### src/rtl/instruction_loader.sv
// -----------------------------------------------------------------------------
// instruction_loader
//
// Receives a program as a stream of bytes, assembles each group of four bytes
// (MSB first) into a 32-bit word and writes it to instruction RAM at
// consecutive addresses starting from 0. A session loads PROGRAM_LENGTH words
// and keeps a running XOR of every word written.
//
// Handshake: a byte is consumed on a rising clock edge where byteValid=1 and
// byteReady=1. byteReady is registered and is high only in RECEIVE, so a
// byte offered in any other state is neither consumed nor latched.
//
// Ports
//   clock      : single clock, rising-edge active
//   reset      : asynchronous, active-high reset
//   start      : begins a session when sampled high in IDLE or DONE
//   byteIn     : incoming program byte
//   byteValid  : byteIn is valid this cycle
//   byteReady  : loader accepts a byte this cycle (RECEIVE only)
//   wrEnable   : one-cycle write strobe to instruction RAM
//   wrAddress  : instruction RAM write address
//   wrData     : word being written; holds the last assembled word otherwise
//   busy       : high in RECEIVE and WRITE
//   done       : high in DONE
//   checksum   : XOR of all words written in the current session
//   dbg_state  : current FSM state (0 IDLE, 1 RECEIVE, 2 WRITE, 3 DONE)
// -----------------------------------------------------------------------------
module instruction_loader #(
    parameter int PROGRAM_LENGTH = 27,
    parameter int ADDRESS_WIDTH  = 10
) (
    input  logic                     clock,
    input  logic                     reset,
    input  logic                     start,
    input  logic [7:0]               byteIn,
    input  logic                     byteValid,
    output logic                     byteReady,
    output logic                     wrEnable,
    output logic [ADDRESS_WIDTH-1:0] wrAddress,
    output logic [31:0]              wrData,
    output logic                     busy,
    output logic                     done,
    output logic [31:0]              checksum,
    output logic [1:0]               dbg_state
);

    typedef enum logic [1:0] {
        S_IDLE    = 2'd0,
        S_RECEIVE = 2'd1,
        S_WRITE   = 2'd2,
        S_DONE    = 2'd3
    } state_t;

    localparam logic [ADDRESS_WIDTH-1:0] LAST_ADDR = ADDRESS_WIDTH'(PROGRAM_LENGTH - 1);

    state_t                     state_q,      state_d;
    logic [1:0]                 byte_idx_q,   byte_idx_d;
    logic [31:0]                word_q,       word_d;
    logic [ADDRESS_WIDTH-1:0]   wr_addr_q,    wr_addr_d;
    logic [31:0]                wr_data_q,    wr_data_d;
    logic [31:0]                checksum_q,   checksum_d;
    logic                       byte_ready_q, byte_ready_d;
    logic                       wr_enable_q,  wr_enable_d;
    logic                       busy_q,       busy_d;
    logic                       done_q,       done_d;

    logic                       byte_fire;
    logic [31:0]                word_shifted;

    assign byte_fire    = byte_ready_q & byteValid;
    assign word_shifted = {word_q[23:0], byteIn};

    always_comb begin
        state_d    = state_q;
        byte_idx_d = byte_idx_q;
        word_d     = word_q;
        wr_addr_d  = wr_addr_q;
        wr_data_d  = wr_data_q;
        checksum_d = checksum_q;

        case (state_q)
            S_IDLE, S_DONE: begin
                if (start) begin
                    state_d    = S_RECEIVE;
                    wr_addr_d  = '0;
                    byte_idx_d = 2'd0;
                    word_d     = '0;
                    checksum_d = '0;
                end
            end

            S_RECEIVE: begin
                // Idle cycles hold everything; there is deliberately no timeout.
                if (byte_fire) begin
                    word_d     = word_shifted;
                    byte_idx_d = byte_idx_q + 2'd1;   // wraps 3 -> 0
                    if (byte_idx_q == 2'd3) begin
                        // Capture the complete word so wrData is valid in WRITE
                        // and keeps it while the next word is assembled.
                        wr_data_d = word_shifted;
                        state_d   = S_WRITE;
                    end
                end
            end

            S_WRITE: begin
                checksum_d = checksum_q ^ wr_data_q;
                if (wr_addr_q == LAST_ADDR) begin
                    state_d = S_DONE;
                end else begin
                    wr_addr_d = wr_addr_q + 1'b1;
                    state_d   = S_RECEIVE;
                end
            end

            default: state_d = S_IDLE;
        endcase

        // Outputs are registered: decode them from the next state so they line
        // up with the state register.
        byte_ready_d = (state_d == S_RECEIVE);
        wr_enable_d  = (state_d == S_WRITE);
        busy_d       = (state_d == S_RECEIVE) || (state_d == S_WRITE);
        done_d       = (state_d == S_DONE);
    end

    always_ff @(posedge clock or posedge reset) begin
        if (reset) begin
            state_q      <= S_IDLE;
            byte_idx_q   <= 2'd0;
            word_q       <= '0;
            wr_addr_q    <= '0;
            wr_data_q    <= '0;
            checksum_q   <= '0;
            byte_ready_q <= 1'b0;
            wr_enable_q  <= 1'b0;
            busy_q       <= 1'b0;
            done_q       <= 1'b0;
        end else begin
            state_q      <= state_d;
            byte_idx_q   <= byte_idx_d;
            word_q       <= word_d;
            wr_addr_q    <= wr_addr_d;
            wr_data_q    <= wr_data_d;
            checksum_q   <= checksum_d;
            byte_ready_q <= byte_ready_d;
            wr_enable_q  <= wr_enable_d;
            busy_q       <= busy_d;
            done_q       <= done_d;
        end
    end

    assign byteReady = byte_ready_q;
    assign wrEnable  = wr_enable_q;
    assign wrAddress = wr_addr_q;
    assign wrData    = wr_data_q;
    assign busy      = busy_q;
    assign done      = done_q;
    assign checksum  = checksum_q;
    assign dbg_state = state_q;

endmodule

### config.mk
export PLATFORM = sky130hd
export DESIGN_NAME = instruction_loader
export DESIGN_NICKNAME = d
export VERILOG_FILES = /design/src/rtl/instruction_loader.sv
export SDC_FILE = /design/constraint.sdc
export NUM_CORES = 1
export LEC_CHECK = 0
export BUFFER_PORTS_ARGS = -buffer_cell sky130_fd_sc_hd__buf_2
export CAP_MARGIN = 20
export CORE_MARGIN = 2
export CORE_UTILIZATION = 32
export CTS_CLUSTER_DIAMETER = 120
export DETAILED_ROUTE_END_ITERATION = 16
export GPL_TIMING_DRIVEN = 0
export HOLD_SLACK_MARGIN = 0.12
export RECOVER_POWER = 100
export SKIP_CTS_REPAIR_TIMING = 1
export SLEW_MARGIN = 5
export SYNTH_ARGS = -nofsm -noshare
export SYNTH_HDL_FRONTEND = slang
export SYNTH_SLANG_ARGS = --single-unit
### constraint.sdc
create_clock -name clock -period 5.2 [get_ports clock]
set_input_delay 0.26 -clock clock [delete_from_list [all_inputs] [get_ports clock]]
set_output_delay 0.26 -clock clock [all_outputs]
set_load 0.1 [all_outputs]
==> reports/qor.csv <==
metric;value;unit
failed_checks;max-capacitance violations, max-slew violations;
synth_common_cells;106 x dfrtp_1, 95 x nand2_1, 70 x o21ai_0, 36 x nor2_1, 32 x mux2_2;
n_antenna_cell;0;
async_flop_share;100;%
place.port_buffers;91;
grt_pass1_wl;17700;µm
grt_util_all_layers;15.4;%
syn_to_final_growth;20.9;%
clkPwrFrac;23.5;%
max_slew.worst_pin.slew;1730;ps
wl_per_cell;15.2;µm
ys.flop_type;dfrtp_1;
synthTopCellsByArea;dfrtp_1 59%, mux2_2 8.0%, nand2_1 7.9%;
final_nets;570;
synth-seq-area-share;58.9;%
drv_slew;109;
die_h;123;µm
clock_sinks;106;
reg2reg_depth;7;
worstSkewPairLatency;350;ps
ys_ff_latch;106;
path_class;input port to async pin;
power_switching;1.66;mW
ys_warn_count;0;
ant_nets;0;
min_period_over_period;61.6;%
maxSlewHeadroom;-16.2;%
start_util;32.6;%
cts_tree;done;
finalSetupViolations;0;
grt_max_degree;69;
comb_power_share;41.0;%
core-area;13800;µm²
hp-start;byteIn[2];
critPathLaunchType;input port;
clkSlewWorstSetupHoldPaths;70;ps
grt_overflow;0;
cts.htree.levels;3;
dieWidth;123;µm
layout_min_cycle_time;3210;ps
power_density;624;nW/µm²
hold_viol_final;0;
dp.final_hpwl;8040;µm
cp.arrival;3350;ps
power_leakage;2.56;nW
first_pass_iters;6;
netSwitchingFraction;48.9;%
rrSetupSlack;2270;ps
drt-initial-drc-count;149;
ios;92;
antenna_found_initial;0;
drcViolationCount;0;
fin_setup_tns;0;ps
rsz0062_at_grt;no;
fin_util;39.4;%
hp-class;input port to flip-flop;
r2r-end;busy;
place.gp.congestion;0.781;
fmax;312;MHz
power_frac_seq;35.5;%
synth_top_area_share;58.9;%
regToRegStartpoint;dbg_state[0];
synth-edff-count;0;
clock_skew;8.02;ps
syn-num-nets;466;
cts_buffer_depth;2;
clock-root-buffer;clkbuf_16;
via_per_inst;4.93;
wl;11200;µm
vias;3627;
die-area;15000;µm²
rows;43;
cap_violations;2;
status;complete, but fails checks;
cts_inserted_buffers;9;
intPower;1.74;mW
ir_worst_vdd;0.346;mV
grt_pass1_vias;3420;
yosysMostFrequentCell;dfrtp_1;
syn_avg_cell_area;10.1;µm²
holdPathStages;3;
synth_cells;446;
cp-end-kind;async pin;
cp_max_fo;68;
whs_endpoint;word_q[2];
synth_cell_type_count;31;
synth_area;4500;µm²
cp_data_required_time;5340;ps
layout-drive-gt1-share;11.0;%
yosysTopAreaCell;dfrtp_1;
state kept, by name, summed over array words and instances, names as in the netlist:
| name | cells |
|---|---|
| busy | 1 |
| byteReady | 1 |
| wrData | 32 |
| byte_idx_q | 2 |
| wrAddress | 10 |
| done | 1 |
| checksum | 32 |
| dbg_state | 2 |
| wrEnable | 1 |
| word_q | 24 |
per-layer routing:
metal / vias to the layer above / wire length (µm) / GRT usage, %
met4: 0 / 105 / 3.66
met2: 84 / 5520 / 25.6
li1: 1729 / - / -
met5: - / 0 / 0
met1: 1805 / 4920 / 19.7
met3: 9 / 657 / 4.88
critical path, cell delays in order:
cell	delay [ps]
dlygate4sd3_1	530
buf_2	120
clkinvlp_2	970
clkbuf_2	1400
power by group through the flow:
| stage | clock network, mW | registers (mW) | logic (mW) |
|---|---|---|---|
| 3_5_place_dp | 0 | 1.22 | 1.44 |
| 6_report | 0.797 | 1.21 | 1.39 |
| 3_3_place_gp | 0 | 1.21 | 1.42 |
| 2_1_floorplan | 0 | 1.95 | 0.402 |
| 4_1_cts | 0.823 | 1.20 | 1.44 |
| 5_1_grt | 0.845 | 1.24 | 1.48 |
how the worst max path moves through the flow:
stage,startpoint,end,slack (ps),cells past startpoint
floorplan,reset,busy,2150,1
global placement,reset,checksum[23],970,2
detailed placement,dbg_state[0],busy,2470,7
CTS,dbg_state[0],busy,2440,7
global route,reset,wrData[22],1380,4
finish,reset,checksum[21],2000,4
cell type report:
type / count / area, µm²
clock inverters: 5 / 108
flip-flops and latches: 106 / 2650
inverters: 8 / 31.3
plain buffers: 23 / 86.3
well taps: 180 / 225
repair buffers: 93 / 370
multi-input cells: 309 / 1730
fillers: 1434 / 8380
clock buffers: 11 / 243
through the flow:
| stage | hold slack [ps] | instance area (µm²) | std cells | power, mW | worst slack, ps |
|---|---|---|---|---|---|
| floorplan | 393 | 4500 | 446 | 2.35 | 2150 |
| global placement | 455 | 5180 | 717 | 2.63 | 966 |
| detailed placement | 341 | 5210 | 718 | 2.66 | 2470 |
| CTS | -48.8 | 5560 | 734 | 3.47 | 2440 |
| global route | 145 | 5440 | 735 | 3.56 | 1380 |
| finish | 144 | 5440 | 735 | 3.40 | 2000 |
cells in the final DEF, fill, tap and decap left out, types with 2 or more instances in the layout:
cell type and n:
dfrtp_1 106, clkbuf_1 104, nand2_1 95, o21ai_0 72, nor2_1 36, mux2_2 32, nand3_1 30, buf_2 11
clkbuf_16 9, ha_1 8, inv_1 7, mux2i_1 4, a21oi_1 3, nand4_1 3, o31ai_1 3, o211ai_1 3
bufinv_16 3, a21o_1 2, and2_1 2, nand2b_1 2, or3_1 2, or4_1 2, inv_6 2
cells by family (layout without fill, tap and decap cells):
logic type | Yosys count | in the layout | share of synthesized area, %
AND/OR/NAND/NOR | 176 | 176 | 16.5
flip-flops | 106 | 106 | 58.9
AO/OA/AOI/OAI | 89 | 89 | 10.8
multiplexers | 36 | 36 | 8.98
buffers and inverters | 31 | 140 | 2.61
adder cells (fa/ha/maj) | 8 | 8 | 2.22
No activity file was read; power rests on OpenSTA's default activity.
